File: config.mk
export PLATFORM = sky130hd
export DESIGN_NAME = split_mix_sequencer_flat
export DESIGN_NICKNAME = d
export VERILOG_FILES = /design/src/rtl/split_mix_sequencer_if.sv /design/src/rtl/split_mix_sequencer.sv /design/src/flat_wrapper.sv
export SDC_FILE = /design/constraint.sdc
export NUM_CORES = 1
export LEC_CHECK = 0
export BUFFER_PORTS_ARGS = -buffer_cell sky130_fd_sc_hd__buf_2
export CAP_MARGIN = 5
export CORE_MARGIN = 2
export CORE_UTILIZATION = 40
export CTS_CLUSTER_DIAMETER = 40
export DETAILED_ROUTE_END_ITERATION = 7
export PLACE_DENSITY = 0.59
export SETUP_SLACK_MARGIN = 0.2
export SLEW_MARGIN = 20
export SYNTH_ARGS = -nofsm -noshare
export SYNTH_HDL_FRONTEND = slang
export SYNTH_SLANG_ARGS = --single-unit
File: constraint.sdc
create_clock -name clk -period 5.2 [get_ports clk]
set_input_delay 0 -clock clk [delete_from_list [all_inputs] [get_ports clk]]
set_output_delay 0 -clock clk [all_outputs]
set_load 0.1 [all_outputs]
File: src/rtl/split_mix_sequencer_if.sv
// split_mix_sequencer_if: host-side control and actuator bundle of the split-mix sequencer.
// master = host issuing start, slave = the sequencer driving valves and mixers.
interface split_mix_sequencer_if #(
  parameter int N_LEAF  = 8,
  parameter int LEVEL_W = 3
);
  // start has no ready: a one-cycle request that is honoured only in IDLE (busy and
  // done both low) and silently dropped otherwise; done and err are one-cycle strobes.
  logic                start;
  logic [N_LEAF-1:0]   fill_mask;
  logic                busy;
  logic                done;
  logic                err;
  logic [N_LEAF-1:0]   fill_valve;
  logic [N_LEAF-2:0]   mix_en;
  logic                out_valve;
  logic [LEVEL_W-1:0]  level;

  modport master (
    output start, fill_mask,
    input  busy, done, err, fill_valve, mix_en, out_valve, level
  );

  modport slave (
    input  start, fill_mask,
    output busy, done, err, fill_valve, mix_en, out_valve, level
  );
endinterface

File: src/rtl/split_mix_sequencer.sv
// split_mix_sequencer: timed fill, leaf-to-root mix and drain controller for a binary mixer tree.
// Define SPLIT_MIX_FLUSH_EN to add a FLUSH phase (all inlets and outlet open) after DRAIN.
module split_mix_sequencer #(
  parameter int N_LEAF      = 8,
  parameter int FILL_CYCLES = 16,
  parameter int MIX_CYCLES  = 32,
  parameter int CNT_W       = 8,
  localparam int LEVELS     = $clog2(N_LEAF),
  localparam int LEVEL_W    = $clog2(LEVELS) + 1
) (
  input  logic                  clk,
  input  logic                  rst_n,
  split_mix_sequencer_if.slave  bus,
  output logic [2:0]            dbg_state_o
);

  typedef enum logic [2:0] {
    S_IDLE  = 3'd0,
    S_FILL  = 3'd1,
    S_MIX   = 3'd2,
    S_DRAIN = 3'd3,
`ifdef SPLIT_MIX_FLUSH_EN
    S_FLUSH = 3'd4,
`endif
    S_DONE  = 3'd5
  } state_t;

  localparam logic [CNT_W-1:0]   FILL_LAST = CNT_W'(FILL_CYCLES - 1);
  localparam logic [CNT_W-1:0]   MIX_LAST  = CNT_W'(MIX_CYCLES - 1);
  localparam logic [LEVEL_W-1:0] TOP_LEVEL = LEVEL_W'(LEVELS - 1);

  state_t              state_q, state_d;
  logic [CNT_W-1:0]    timer_q, timer_d;
  logic [LEVEL_W-1:0]  level_q, level_d;
  logic [N_LEAF-1:0]   mask_q, mask_d;

  logic                busy_q, busy_d;
  logic                done_q, done_d;
  logic                err_q, err_d;
  logic [N_LEAF-1:0]   fill_valve_q, fill_valve_d;
  logic [N_LEAF-2:0]   mix_en_q, mix_en_d;
  logic                out_valve_q, out_valve_d;

  always_comb begin
    state_d = state_q;
    timer_d = timer_q + CNT_W'(1);
    level_d = level_q;
    mask_d  = mask_q;
    err_d   = 1'b0;
    case (state_q)
      S_IDLE: begin
        timer_d = '0;
        if (bus.start) begin
          if (|bus.fill_mask) begin
            mask_d  = bus.fill_mask;
            state_d = S_FILL;
          end else begin
            err_d = 1'b1;
          end
        end
      end
      S_FILL: begin
        if (timer_q == FILL_LAST) begin
          timer_d = '0;
          level_d = TOP_LEVEL;
          state_d = S_MIX;
        end
      end
      S_MIX: begin
        if (timer_q == MIX_LAST) begin
          timer_d = '0;
          if (level_q == '0) begin
            state_d = S_DRAIN;
          end else begin
            level_d = level_q - LEVEL_W'(1);
          end
        end
      end
      S_DRAIN: begin
        if (timer_q == FILL_LAST) begin
          timer_d = '0;
`ifdef SPLIT_MIX_FLUSH_EN
          state_d = S_FLUSH;
`else
          state_d = S_DONE;
`endif
        end
      end
`ifdef SPLIT_MIX_FLUSH_EN
      S_FLUSH: begin
        if (timer_q == FILL_LAST) begin
          timer_d = '0;
          state_d = S_DONE;
        end
      end
`endif
      S_DONE: begin
        timer_d = '0;
        state_d = S_IDLE;
      end
      default: begin
        timer_d = '0;
        level_d = '0;
        state_d = S_IDLE;
      end
    endcase
  end

  // Outputs are decoded from the next state so the registered copies line up with the phase.
  always_comb begin
    int lv;
    lv           = int'(level_d);
    busy_d       = 1'b0;
    done_d       = 1'b0;
    fill_valve_d = '0;
    mix_en_d     = '0;
    out_valve_d  = 1'b0;
    case (state_d)
      S_FILL: begin
        busy_d       = 1'b1;
        fill_valve_d = mask_d;
      end
      S_MIX: begin
        busy_d = 1'b1;
        // Node i sits on level lv when (i+1)>>lv == 1; leaf j falls under position j>>(LEVELS-lv).
        for (int i = 0; i < N_LEAF - 1; i++) begin
          if (((i + 1) >> lv) == 1) begin
            for (int j = 0; j < N_LEAF; j++) begin
              if ((j >> (LEVELS - lv)) == (i + 1 - (1 << lv))) begin
                mix_en_d[i] = mix_en_d[i] | mask_d[j];
              end
            end
          end
        end
      end
      S_DRAIN: begin
        busy_d      = 1'b1;
        out_valve_d = 1'b1;
      end
`ifdef SPLIT_MIX_FLUSH_EN
      S_FLUSH: begin
        busy_d       = 1'b1;
        fill_valve_d = '1;
        out_valve_d  = 1'b1;
      end
`endif
      S_DONE: done_d = 1'b1;
      default: ;
    endcase
  end

  always_ff @(posedge clk or negedge rst_n) begin
    if (!rst_n) begin
      state_q      <= S_IDLE;
      timer_q      <= '0;
      level_q      <= '0;
      mask_q       <= '0;
      busy_q       <= 1'b0;
      done_q       <= 1'b0;
      err_q        <= 1'b0;
      fill_valve_q <= '0;
      mix_en_q     <= '0;
      out_valve_q  <= 1'b0;
    end else begin
      state_q      <= state_d;
      timer_q      <= timer_d;
      level_q      <= level_d;
      mask_q       <= mask_d;
      busy_q       <= busy_d;
      done_q       <= done_d;
      err_q        <= err_d;
      fill_valve_q <= fill_valve_d;
      mix_en_q     <= mix_en_d;
      out_valve_q  <= out_valve_d;
    end
  end

  assign bus.busy       = busy_q;
  assign bus.done       = done_q;
  assign bus.err        = err_q;
  assign bus.fill_valve = fill_valve_q;
  assign bus.mix_en     = mix_en_q;
  assign bus.out_valve  = out_valve_q;
  assign bus.level      = level_q;
  assign dbg_state_o    = state_q;

endmodule
File: src/flat_wrapper.sv
// flat-port wrapper written by rule: the top's interface ports become plain ports
module split_mix_sequencer_flat 
#(
  parameter int N_LEAF      = 8,
  parameter int FILL_CYCLES = 16,
  parameter int MIX_CYCLES  = 32,
  parameter int CNT_W       = 8,
  localparam int LEVELS     = $clog2(N_LEAF),
  localparam int LEVEL_W    = $clog2(LEVELS) + 1
)
  (clk, rst_n, dbg_state_o, bus_start, bus_fill_mask, bus_busy, bus_done, bus_err, bus_fill_valve, bus_mix_en, bus_out_valve, bus_level);
  split_mix_sequencer_if #(.N_LEAF(N_LEAF)) bus_i ();
  input  logic clk;
  input  logic rst_n;
  output logic [2:0] dbg_state_o;
  input wire logic [$bits(bus_i.start)-1:0] bus_start;
  input wire logic [$bits(bus_i.fill_mask)-1:0] bus_fill_mask;
  output wire logic [$bits(bus_i.busy)-1:0] bus_busy;
  output wire logic [$bits(bus_i.done)-1:0] bus_done;
  output wire logic [$bits(bus_i.err)-1:0] bus_err;
  output wire logic [$bits(bus_i.fill_valve)-1:0] bus_fill_valve;
  output wire logic [$bits(bus_i.mix_en)-1:0] bus_mix_en;
  output wire logic [$bits(bus_i.out_valve)-1:0] bus_out_valve;
  output wire logic [$bits(bus_i.level)-1:0] bus_level;
  assign bus_i.start = bus_start;
  assign bus_i.fill_mask = bus_fill_mask;
  assign bus_busy = bus_i.busy;
  assign bus_done = bus_i.done;
  assign bus_err = bus_i.err;
  assign bus_fill_valve = bus_i.fill_valve;
  assign bus_mix_en = bus_i.mix_en;
  assign bus_out_valve = bus_i.out_valve;
  assign bus_level = bus_i.level;
  split_mix_sequencer #(.N_LEAF(N_LEAF), .FILL_CYCLES(FILL_CYCLES), .MIX_CYCLES(MIX_CYCLES), .CNT_W(CNT_W)) u_core (.clk(clk), .rst_n(rst_n), .bus(bus_i), .dbg_state_o(dbg_state_o));
endmodule
Yosys cells after proc, flatten, opt, wreduce, memory -nomap -nowiden
Cells that the tools add are included.
{"block": "word_totals", "regBits": 41, "input_bits": 11, "elab_cells": 350, "out_inout_bits": 25}
{"block": "op_classes", "n_shift": 16, "mux": 186, "addsub": 10, "n_reduce_logical": 6, "bitwise": 49, "n_eq_ne": 73}
{"operator": "equality test 32 bit", "count": 56}
{"operator": "equality test 32 x 2 -> 1 bit (second input constant)", "count": 7}
{"operator": "two-way mux 1 bit", "count": 167}
{"operator": "right shift 3 x 3 -> 32 bit (first input constant)", "count": 4}
{"operator": "right shift 3 x 32 -> 32 bit (first input constant)", "count": 4}
{"operator": "subtractor 4 x 32 -> 32 bit (first input constant)", "count": 4}
{"operator": "right shift 1 x 32 -> 32 bit (first input constant)", "count": 2}
{"operator": "right shift 2 x 3 -> 32 bit (first input constant)", "count": 2}
{"operator": "right shift 2 x 32 -> 32 bit (first input constant)", "count": 2}
{"operator": "subtractor 3 x 32 -> 32 bit (first input constant)", "count": 2}
{"operator": "OR 1 bit", "count": 49}
{"operator": "two-way mux 8 bit", "count": 6}
{"operator": "<< shifter 1 x 3 -> 32 bit (first input constant)", "count": 1}
{"operator": "right shift 1 x 3 -> 32 bit (first input constant)", "count": 1}
{"operator": "subtractor 2 x 32 -> 32 bit (first input constant)", "count": 1}
{"operator": "two-way mux 3 bit", "count": 9}
{"operator": "case mux 8 bit (2 select lines)", "count": 1}
{"operator": "equality test 3 x 2 -> 1 bit (second input constant)", "count": 4}
{"operator": "case mux 3 bit (4 select lines)", "count": 1}
{"operator": "case mux 3 bit (3 select lines)", "count": 1}
{"operator": "adder 8 x 1 -> 8 bit (second input constant)", "count": 1}
{"operator": "equality test 8 x 4 -> 1 bit (second input constant)", "count": 1}
{"operator": "equality test 8 x 5 -> 1 bit (second input constant)", "count": 1}
{"operator": "OR reduction 8 bit", "count": 1}
{"operator": "other kinds (8)", "count": 12}

Depth between registers and ports, before layout
Gate-level depths: netlist of run 1.
{"block": "depth", "depth_word": 38, "depth_mapped": 18, "depth_no_buf": 18}

Worst setup path after synthesis of run 1
OpenSTA, ideal clock, no wires.
{"block": "synth_path", "path_kind": "register -> register", "start": "register u_core.state_q[0], in the netlist u_core.dbg_state_o[0]", "end": "register u_core.mix_en_q[5], in the netlist u_core.bus.mix_en[5]", "arrival_ps": 4247, "synth_period_minus_slack_ps": 4372, "path_buffers": 4, "stages_incl_launch_ff": 17, "setup_ps": 125, "t_required_ps": 5075, "setup_slack_ps": 828, "cell_sequence": "dfrtp_1 buf_4 nor4b_4 o211ai_1 a32oi_1 clkbuf_1 clkbuf_1 ha_1 clkbuf_1 inv_1 nor2_1 a22oi_1 o22ai_1 a21oi_1 o21ai_1 nand3_1 a2111oi_0"}
{"block": "synth_via", "elab_chain_cells": 37, "elab_cells_between_ends": 68, "cone_classes": "add/sub (2); eq/ne (14); shift (10); mux (33); bitwise (7); reduce/logical (2)"}
{"element": "start, declared", "line": "split_mix_sequencer.sv:32", "source": "state_t state_q, state_d;"}
{"element": "start signal, assigned", "line": "split_mix_sequencer.sv:165", "source": "state_q <= state_d;"}
{"element": "equality test 3 bit, or another cell as far along", "line": "split_mix_sequencer.sv:50", "source": "case (state_q)"}
{"element": "OR reduction 3 bit (no source line)"}
{"element": "case mux 3 bit (3 select lines)", "line": "split_mix_sequencer.sv:50"}
{"element": "<< shifter 1 x 3 -> 32 bit or subtractor 2 x 3 -> 4 bit (tied branches)", "line": "split_mix_sequencer.sv:129", "source": "if ((j >> (LEVELS - lv)) == (i + 1 - (1 << lv))) begin"}
{"element": "subtractor 4 x 32 -> 32 bit or right shift 1 x 32 -> 32 bit (tied branches)", "line": "split_mix_sequencer.sv:129"}
{"element": "equality test 32 bit", "line": "split_mix_sequencer.sv:129"}
{"element": "two-way mux 1 bit", "line": "split_mix_sequencer.sv:129"}
{"element": "two-way mux 1 bit", "line": "split_mix_sequencer.sv:127", "source": "if (((i + 1) >> lv) == 1) begin"}
{"element": "(+22 left out)"}
{"element": "two-way mux 1 bit", "line": "split_mix_sequencer.sv:129"}
{"element": "two-way mux 1 bit", "line": "split_mix_sequencer.sv:127"}
{"element": "two-way mux 1 bit", "line": "split_mix_sequencer.sv:118", "source": "case (state_d)"}
{"element": "OR 1 bit", "line": "split_mix_sequencer.sv:130", "source": "mix_en_d[i] = mix_en_d[i] | mask_d[j];"}
{"element": "two-way mux 1 bit", "line": "split_mix_sequencer.sv:129"}
{"element": "two-way mux 1 bit", "line": "split_mix_sequencer.sv:127"}
{"element": "two-way mux 7 bit *", "line": "split_mix_sequencer.sv:118"}
{"element": "via u_core.mix_en_d[5]", "line": "split_mix_sequencer.sv:41", "source": "logic [N_LEAF-2:0] mix_en_q, mix_en_d;"}
{"element": "end signal, assigned", "line": "split_mix_sequencer.sv:173", "source": "mix_en_q <= mix_en_d;"}
{"element": "end, declared", "line": "split_mix_sequencer.sv:41"}
Mark *: on every way through the listed nets, which the timed path passes. The rest lies on a longest branch. The select of a mux whose other input is x is not followed.

Final worst setup path of run 1
{"block": "layout_path", "start": "register u_core.level_q[0], in the netlist u_core.bus.level[0]", "end": "register u_core.mix_en_q[0], in the netlist u_core.bus.mix_en[0]"}
{"block": "layout_via", "elab_chain_cells": 38, "elab_cells_between_ends": 62, "cone_classes": "add/sub (3); eq/ne (10); shift (10); mux (31); bitwise (7); reduce/logical (1)"}
{"element": "start, declared", "line": "split_mix_sequencer.sv:34", "source": "logic [LEVEL_W-1:0] level_q, level_d;"}
{"element": "start signal, assigned", "line": "split_mix_sequencer.sv:167", "source": "level_q <= level_d;"}
{"element": "subtractor 3 x 1 -> 3 bit or logical NOT 3 bit (tied branches)", "line": "split_mix_sequencer.sv:75, split_mix_sequencer.sv:72"}
{"element": "two-way mux 3 bit", "line": "split_mix_sequencer.sv:72", "source": "if (level_q == '0) begin"}
{"element": "two-way mux 3 bit", "line": "split_mix_sequencer.sv:70", "source": "if (timer_q == MIX_LAST) begin"}
{"element": "case mux 3 bit (3 select lines) *", "line": "split_mix_sequencer.sv:50"}
{"element": "via u_core.level_d[0]", "line": "split_mix_sequencer.sv:34"}
{"element": "<< shifter 1 x 3 -> 32 bit or subtractor 2 x 3 -> 4 bit (tied branches)", "line": "split_mix_sequencer.sv:129"}
{"element": "subtractor 2 x 32 -> 32 bit or right shift 1 x 32 -> 32 bit (tied branches)", "line": "split_mix_sequencer.sv:129"}
{"element": "equality test 32 bit", "line": "split_mix_sequencer.sv:129"}
{"element": "(+24 left out)"}
{"element": "two-way mux 1 bit", "line": "split_mix_sequencer.sv:129"}
{"element": "two-way mux 1 bit", "line": "split_mix_sequencer.sv:127"}
{"element": "two-way mux 1 bit", "line": "split_mix_sequencer.sv:118"}
{"element": "OR 1 bit", "line": "split_mix_sequencer.sv:130"}
{"element": "two-way mux 1 bit", "line": "split_mix_sequencer.sv:129"}
{"element": "two-way mux 1 bit *", "line": "split_mix_sequencer.sv:127"}
{"element": "two-way mux 7 bit *", "line": "split_mix_sequencer.sv:118"}
{"element": "via u_core.mix_en_d[0]", "line": "split_mix_sequencer.sv:41"}
Marked as above.

==> results of run 1 <==
cell families after synthesis:
kind of cell / after synthesis
buffers and inverters: 37
DFF: 41
adders and majority gates: 24
xor gates and xnor gates: 14
and+or+nand+nor: 132
AOI/OAI and AO/OA: 86
final cells by class:
cell class              count  area [sq um]  share of cell area, %
well taps                  99           124                   3.73
multi-input cells         256          1770                   53.3
clock buffers               7          86.3                   2.60
clock inverters             1          30.0                  0.904
repair buffers             37           193                   5.80
inverters                  25          93.8                   2.82
flip-flops and latches     41          1030                   30.9
synth_stat cells (all sizes together) (2+ instances only):
master	number	share of area, %
a22oi	9	2.3
nand3	10	1.7
and3	3	0.64
nor2	48	6.2
o22ai	5	1.1
nand2	22	2.8
a21o	2	0.51
nor2b	2	0.42
o21a	4	1.0
buf	6	1.5
a32oi	4	1.7
or2	2	0.42
nand4b	2	0.59
nand2b	4	0.85
a211oi	4	1.0
nand4	5	1.1
o211ai	2	0.51
o21ai	17	3.4
inv	25	3.2
nor4	6	1.5
xor2	7	2.1
o221ai	2	0.59
xnor2	7	2.1
nor3	8	1.9
and2	5	1.1
a21oi	15	2.7
a31oi	8	1.7
a2111oi	3	1.1
nor4b	3	1.9
dfrtp	41	35
ha	24	10
or4	6	1.9
clkbuf	6	0.76
metal layers:
| metal | vias to the layer above | GRT usage, % | part of all wire [%] |
|---|---|---|---|
| met2 | 117 | 29.4 | 45 |
| met3 | 24 | 2.85 | 5.4 |
| met4 | 0 | 7.82 | 2.9 |
| met1 | 1258 | 26.3 | 46 |
| met5 | - | 0 | 0 |
| li1 | 1277 | - | - |
layout by cell type (no fill, tap or decap), types with 2 or more instances in the layout:
master	count
nor2_1	47
dfrtp_1	41
buf_2	35
ha_1	24
inv_1	23
nand2_1	22
o21ai_0	14
a21oi_1	14
nand3_1	10
a22oi_1	9
a31oi_1	8
xor2_1	7
xnor2_1	7
nor3_1	6
clkbuf_8	6
nand4_1	5
and2_1	5
nor4_1	5
o22ai_1	5
nand2b_1	4
a211oi_1	4
o21a_1	4
or4_1	3
and3_1	3
or4_4	3
nor4b_4	2
o211ai_1	2
nor2b_1	2
a32oi_2	2
inv_2	2
a32oi_1	2
a21o_1	2
or2_2	2
nand4b_1	2
a2111oi_0	2
o221ai_1	2
worst reg2reg max path: cells and delay by family (launching register included):
kind,cells,cell delay (ns)
AND/OR/NAND/NOR,7,1.20
flip-flops,1,0.45
buffers and inverters,2,0.27
adder cells (fa/ha/maj),3,1.02
AO/OA/AOI/OAI,4,1.15
state kept, by name (all words and copies together) (netlist names):
register / count
u_core.bus.done: 1
u_core.timer_q: 8
u_core.bus.level: 3
u_core.bus.busy: 1
u_core.mask_q: 8
u_core.bus.mix_en: 7
u_core.bus.fill_valve: 8
u_core.bus.out_valve: 1
u_core.bus.err: 1
u_core.dbg_state_o: 3
metrics by stage:
| stage | total power [mW] | hold WS (ns) | std cells |
|---|---|---|---|
| 3_3_place_gp | 0.374 | 0.197 | 457 |
| 5_1_grt | 0.669 | 0.0675 | 466 |
| 6_report | 0.638 | 0.0477 | 466 |
| 2_1_floorplan | 0.357 | -0.296 | 334 |
| 3_5_place_dp | 0.374 | 0.193 | 457 |
| 4_1_cts | 0.648 | 0.0419 | 466 |
worst max-delay path by stage:
stage,to,from,slack [ns]
final,u_core.bus.mix_en[0]$_DFF_PN0_,u_core.bus.level[0]$_DFF_PN0_,1.02
after global routing,u_core.bus.mix_en[0]$_DFF_PN0_,u_core.bus.level[0]$_DFF_PN0_,0.46
after CTS,u_core.bus.mix_en[5]$_DFF_PN0_,u_core.timer_q[4]$_DFF_PN0_,0.99
after detailed placement,u_core.bus.mix_en[5]$_DFF_PN0_,u_core.timer_q[4]$_DFF_PN0_,0.99
after global placement,u_core.bus.mix_en[5]$_DFF_PN0_,u_core.timer_q[4]$_DFF_PN0_,1.04
after floorplan,u_core.bus.mix_en[5]$_DFF_PN0_,u_core.dbg_state_o[0]$_DFF_PN0_,0.83
power breakdown:
group	internal [mW]	total [mW]	switching (mW)	leakage, nW
registers	0.323	0.324	0.00125	0.538
logic	0.0123	0.0442	0.0320	0.960
clock network	0.157	0.270	0.113	0.0585
repair_timing:
action | CTS | global route
endpoints found under the hold margin | 41 | 0
gates resized for setup | 0 | 0
buffers inserted | 0 | 0
hold buffers | 1 | 0
==> reports/results.ini, run 1 <==
[hold_path]
hp-class=in -> reg
hold_end=u_core.mask_q[5]$_DFF_PN0_
holdPathStages=3
hp-start=bus_fill_mask[5]

[clock_tree]
clk_latency_ns=0.29
path_clk_slew_ns=0.08
cts_buffers=5
tritoncts=done
cts_root_buffer=clkbuf_8
clock_sinks=41
clockBufferDepth=2
h-tree-depth=2

[worst_setup_path]
r2r-start=u_core.bus.level[0]$_DFF_PN0_
crit_buf_inv=2
path_class=reg -> reg
worstPathRequired_ns=5.39
worstPathMaxFanout=16
r2r_slack_ns=1.02
path_common_cell=ha_1
crit_slowest_cell=ha_1
slowest_delay_ns=0.53
critPathTopFamily=simple AND/OR/NAND/NOR gates
r2r_end=u_core.bus.mix_en[0]$_DFF_PN0_
reg2regPathDepth=16
cp-end-kind=register
path_depth=16
path_cells=inv_1, ha_1, nand2b_1, a31oi_1, o211ai_1, nand2_1, inv_1, ha_1, nor3_1, a21oi_1, nor2b_1, ha_1, nand4b_1, nor4_1, nand2_1, a2111oi_2
arrival_ns=4.38
worstSetupStartpointType=register

[finish]
final_area_sq_um=3320
n_antenna_cell=0
final_nets=401
drive_above_1_share_pct=17.4
nFillCells=733
fin_util_pct=46.0
synthToLayoutAreaGrowth_pct=12.4

[floorplanning]
die-area_sq_um=8090
core.rowCount=31
die_y_um=90.0
die_x_um=90.0
start_util_pct=41.0
coreArea_sq_um=7210
ios=36

[logic_synthesis]
synth_mux_area_share_pct=0
synth-edff-count=0
synth_cell_type_count=65
synthesis.nets=369
yosys_warnings=0
ys_seq_area_share_pct=34.7
synth_top_family_by_area=simple AND/OR/NAND/NOR gates
netlist_area_sq_um=2960
ys_ff_latch=41
synthArstFlopShare_pct=100
synth_ff_type=dfrtp_1
synth_compound_area_share_pct=21.0
synth_xor_area_share_pct=4.15
synthAdderAreaFrac_pct=10.2
synth-simple-area-share_pct=24.6
syn_inst=334
avgSynthCellArea_sq_um=8.85

[detailed_routing]
antenna_left=0
drt_iter0_markers=196
dr.pass1.iters=5
drcViolationCount=0
via_per_inst=5.74
routed_wl_mm=7.34
via_count=2676
wl_per_cell_um=15.7

[timing]
fmax_ghz=0.239
clock_skew_ns=0.00699
setup_slack_ns=1.02
relSlewSlack_pct=40.0
setup-tns-final_ns=0
worst_slew_pin_slew_ns=0.900
slew_viol_final=0
setup_viol=0
hold_viol=0
fin_crit_sh_pct=80.5
fin_crit_ns=4.18
rsz0062_at_grt=no

[grt]
grt-ovfl-total=0
grt_max_degree=42
track_usage_pct=18.9
antenna_found_initial=0
grt_pass1_vias=2575
grt_pass1_wl_mm=12.7

[run_status]
status=complete, no violations

[place]
preCtsSetupSlack_ns=0.988
place_area_sq_um=3200
gp_congestion=0.890
io_buffers=35
place.detailed.hpwl_mm=5.36

[flow_run]
drv_cap=0

[pwr]
vdd_ir_drop_max_mv=0.0709
power.density_nw_per_um2=192
power_leakage_nw=1.56

No activity file was read; power rests on OpenSTA's default activity.
==> run 2: changes to the inputs <==
==> constraint.sdc (replaced) <==
create_clock -name clk -period 4.2 [get_ports clk]
set_input_delay 0 -clock clk [delete_from_list [all_inputs] [get_ports clk]]
set_output_delay 0 -clock clk [all_outputs]
set_load 0.1 [all_outputs]
==> reports/results.ini, run 2 (synthesis results as in run 1) <==
[hold_path]
hp-class=in -> reg

[clock_tree]
cts_buffers=5
h-tree-depth=2
tritoncts=done
path_clk_slew_ns=0.09
clk_latency_ns=0.31
clock_sinks=41
cts_root_buffer=clkbuf_8
clockBufferDepth=2
cts_setup_buffers=0

[finish]
multi_input_area_sq_um=1790
final_nets=416
nFillCells=697
final_area_sq_um=3470
fin_util_pct=48.2
synthToLayoutAreaGrowth_pct=17.6
regArea_sq_um=1040
layout_commonest_cell=nor2_1
most-common-layout-cells=nor2_1 (47), buf_2 (35), dfrtp_1 (35)
layout.cells.non_filler=481
drive_above_1_share_pct=23.6
n_antenna_cell=0

[detailed_routing]
wl_per_cell_um=16.1
routed_wl_mm=7.76
via_count=2654
drt_iter0_markers=281
drcViolationCount=0
antenna_left=0
via_per_inst=5.52
dr.pass1.iters=4

[timing]
hold_viol=0
clock_skew_ns=0.0178
fin_crit_ns=3.69
rsz0062_at_grt=no
fin_crit_sh_pct=87.8
setup-tns-final_ns=0
setup_viol=0
slew_viol_final=0
relSlewSlack_pct=38.3
fmax_ghz=0.271
worst_slew_pin_slew_ns=0.925
setup_slack_ns=0.514

[place]
preCtsSetupSlack_ns=0.366
gp_congestion=0.917
place.detailed.hpwl_mm=5.78
io_buffers=35
place_area_sq_um=3330
place_inst=472

[worst_setup_path]
arrival_ns=3.89
cp-end-kind=register
worstPathMaxFanout=12
worstSetupStartpointType=register
path_class=reg -> reg
worstPathRequired_ns=4.41

[pwr]
power_leakage_nw=1.63
power.density_nw_per_um2=228
vdd_ir_drop_max_mv=0.117

[grt]
grt-ovfl-total=0
antenna_found_initial=0
grt_pass1_wl_mm=12.9
grt_max_degree=42
grt_pass1_vias=2566
track_usage_pct=19.6

[floorplanning]
start_util_pct=41.0
die-area_sq_um=8090
die_x_um=90.0
core.rowCount=31
die_y_um=90.0
coreArea_sq_um=7210
ios=36

[run_status]
status=complete, no violations

[flow_run]
drv_cap=0

## run 2: timing repair
item / in CTS / in global routing
gates resized for setup: 0 / 5
hold endpoints to repair: 41 / 0
hold buffers: 1 / 0
endpoints found under the setup margin: 0 / 3
## run 2: critical path, stage by stage (launching register included)
cell and delay (ns):
dfrtp_2 0.42, inv_1 0.08, ha_1 0.21, nand2b_1 0.16, nand4_1 0.15, a32oi_2 0.41
inv_2 0.20, ha_1 0.25, buf_4 0.17, or4_1 0.54, a32oi_2 0.34, a21oi_2 0.12
o21a_1 0.21, a2111oi_2 0.34
## run 2: through the flow
| stage | hold WS (ns) | total power [mW] |
|---|---|---|
| 2_1_floorplan | -0.296 | 0.442 |
| 3_3_place_gp | 0.199 | 0.464 |
| 3_5_place_dp | 0.199 | 0.463 |
| 4_1_cts | 0.0432 | 0.799 |
| 5_1_grt | 0.0894 | 0.825 |
| 6_report | 0.0425 | 0.793 |
## run 2: final cells by class
cell class              instances  area share [%]
repair buffers                 52            9.15
well taps                      99            3.57
flip-flops and latches         41            29.8
inverters                      25            2.70
multi-input cells             256            51.4
clock inverters                 1           0.864
clock buffers                   7            2.48
## run 2: worst paths after layout
kind,from,to,slack (ns),cells after the start
hold reg to reg,u_core.timer_q[0]$_DFF_PN0_,u_core.timer_q[0]$_DFF_PN0_,0.50,1
hold / removal,bus_fill_mask[2],u_core.bus.fill_valve[2]$_DFF_PN0_,0.04,3
setup / recovery,u_core.bus.level[0]$_DFF_PN0_,u_core.bus.mix_en[0]$_DFF_PN0_,0.51,13
setup reg to reg,u_core.bus.level[0]$_DFF_PN0_,u_core.bus.mix_en[0]$_DFF_PN0_,0.51,13
max in group asynchronous,rst_n,u_core.dbg_state_o[0]$_DFF_PN0_,3.16,2
min in group asynchronous,rst_n,u_core.bus.mix_en[6]$_DFF_PN0_,0.37,2
## run 2: power by group
group	switching, mW	total (mW)	leakage, nW	internal [mW]
clock	0.143	0.337	0.0585	0.194
combinational	0.0396	0.0548	1.04	0.0152
sequential	0.00143	0.401	0.530	0.400
## run 2: routing by layer
| metal | vias to the layer above | GRT usage, % | wire length [um] | part of all wire [%] |
|---|---|---|---|---|
| li1 | 1305 | - | - | - |
| met4 | 0 | 7.82 | 180 | 2.3 |
| met1 | 1243 | 26.6 | 3560 | 46 |
| met2 | 91 | 31.8 | 3600 | 46 |
| met5 | - | 0 | 0 | 0 |
| met3 | 15 | 2.93 | 422 | 5.4 |
==> run 3: changes to the inputs <==
--- a/config.mk
+++ b/config.mk
@@ -11,6 +11,7 @@
 export CORE_UTILIZATION = 40
 export CTS_CLUSTER_DIAMETER = 40
 export DETAILED_ROUTE_END_ITERATION = 7
+export MAX_ROUTING_LAYER = met4
 export PLACE_DENSITY = 0.59
 export SETUP_SLACK_MARGIN = 0.2
 export SLEW_MARGIN = 20
==> reports/results.ini, run 3 (synthesis results as in run 1) <==
[run_status]
status=complete, no violations

[floorplanning]
die-area_sq_um=8090
coreArea_sq_um=7210
die_x_um=90.0
die_y_um=90.0
ios=36
start_util_pct=41.0
core.rowCount=31

[worst_setup_path]
critPathTopFamily=simple AND/OR/NAND/NOR gates
cp-end-kind=register
path_class=reg -> reg
arrival_ns=3.91
slowest_delay_ns=0.55
path_depth=10
r2r_slack_ns=0.49
path_common_cell=a32oi_2
r2r-start=u_core.dbg_state_o[0]$_DFF_PN0_
crit_slowest_cell=dfrtp_4
startpoint=u_core.dbg_state_o[0]$_DFF_PN0_
crit_buf_inv=1
path_cells=or3b_1, nor4_1, a32oi_2, ha_1, buf_4, or4_1, a32oi_2, a21oi_2, o21a_1, a2111oi_2
r2r_end=u_core.bus.mix_en[0]$_DFF_PN0_
worstPathMaxFanout=12
reg2regPathDepth=10
worstPathRequired_ns=4.39
crit_end=u_core.bus.mix_en[0]$_DFF_PN0_
worstSetupStartpointType=register

[detailed_routing]
antenna_left=0
drt_iter0_markers=232
via_per_inst=5.59
routed_wl_mm=7.60
drcViolationCount=0
dr.pass1.iters=6
via_count=2719
wl_per_cell_um=15.6

[clock_tree]
path_clk_slew_ns=0.08
clock_sinks=41
clockBufferDepth=2
cts_root_buffer=clkbuf_8
tritoncts=done
cts_setup_buffers=0
cts_buffers=5
clk_latency_ns=0.29
h-tree-depth=2

[place]
preCtsSetupSlack_ns=0.358
gp_congestion=0.978
place.detailed.hpwl_mm=5.81
place_area_sq_um=3360
io_buffers=35
place_inst=477

[pwr]
power_leakage_nw=1.65
report.power.total_mw=0.787
vdd_ir_drop_max_mv=0.112
power.density_nw_per_um2=225

[flow_run]
drv_cap=0

[finish]
final_area_sq_um=3510
layout_commonest_cell=nor2_1
n_antenna_cell=0
final_nets=421
most-common-layout-cells=nor2_1 (47), buf_2 (35), dfrtp_1 (35)
drive_above_1_share_pct=24.8
synthToLayoutAreaGrowth_pct=18.7
nFillCells=708
multi_input_area_sq_um=1790
regArea_sq_um=1040
layout.cells.non_filler=486

[hold_path]
hp-class=in -> reg

[grt]
track_usage_pct=19.9
grt_pass1_vias=2562
grt-ovfl-total=0
gr-usage-met2_pct=30.9
grt_max_degree=42
grt_pass1_wl_mm=12.9
grt_use_met3_pct=2.26
antenna_found_initial=0
grtUsageMet1_pct=27.7
grt-busiest-layer=met2

[timing]
worst_slew_pin_slew_ns=0.923
setup-tns-final_ns=0
setup_slack_ns=0.486
slew_viol_final=0
rsz0062_at_grt=no
fmax_ghz=0.269
clock_skew_ns=0.00496
fin_crit_sh_pct=88.4
setup_viol=0
relSlewSlack_pct=38.4
fin_crit_ns=3.71
hold_viol=0

run 3: timing repair:
action,CTS,global route
resized for setup,0,6
hold endpoints to repair,41,0
setup endpoints to repair,0,4
hold buffers,1,0
run 3: cell type report:
class                   count  area share [%]
repair buffers             57            9.78
clock buffers               7            2.46
multi-input cells         256            51.2
well taps                  99            3.53
clock inverters             1           0.856
flip-flops and latches     41            29.5
inverters                  25            2.68
run 3: worst reg2reg max path, delay by kind of cell, from the launching register on:
kind / cells / cell delay (ns)
compound gates: 5 / 1.25
fa+ha+maj: 1 / 0.34
buf+inv: 1 / 0.17
flops: 1 / 0.55
simple gates: 3 / 1.31
run 3: worst min-delay path by stage:
stage	startpoint	to	slack (ns)	cells past startpoint
CTS	bus_fill_mask[5]	u_core.mask_q[5]$_DFF_PN0_	0.03	3
finish	bus_fill_mask[5]	u_core.mask_q[5]$_DFF_PN0_	0.03	3
global route	bus_fill_mask[5]	u_core.mask_q[5]$_DFF_PN0_	0.07	3
global placement	rst_n	u_core.bus.done$_DFF_PN0_	0.20	1
detailed placement	rst_n	u_core.bus.out_valve$_DFF_PN0_	0.21	1
floorplan	rst_n	u_core.bus.busy$_DFF_PN0_	-0.30	0
run 3: through the flow:
step	hold WS (ns)	util, %
6_report	0.0293	48.6
5_1_grt	0.0718	48.6
4_1_cts	0.0277	48.3
3_5_place_dp	0.212	46.5
3_3_place_gp	0.196	46.5
2_1_floorplan	-0.296	-
run 3: per-layer routing:
layer / vias to the layer above / wire length [um]
met2: 100 / 3500
met5: - / 0
met4: 0 / 120
li1: 1321 / -
met3: 14 / 320
met1: 1284 / 3660
run 3: power by group:
group	internal [mW]	leakage (nW)	switching, mW	total (mW)
clock	0.194	0.0585	0.138	0.332
sequential	0.400	0.530	0.00156	0.401
combinational	0.0151	1.06	0.0387	0.0539
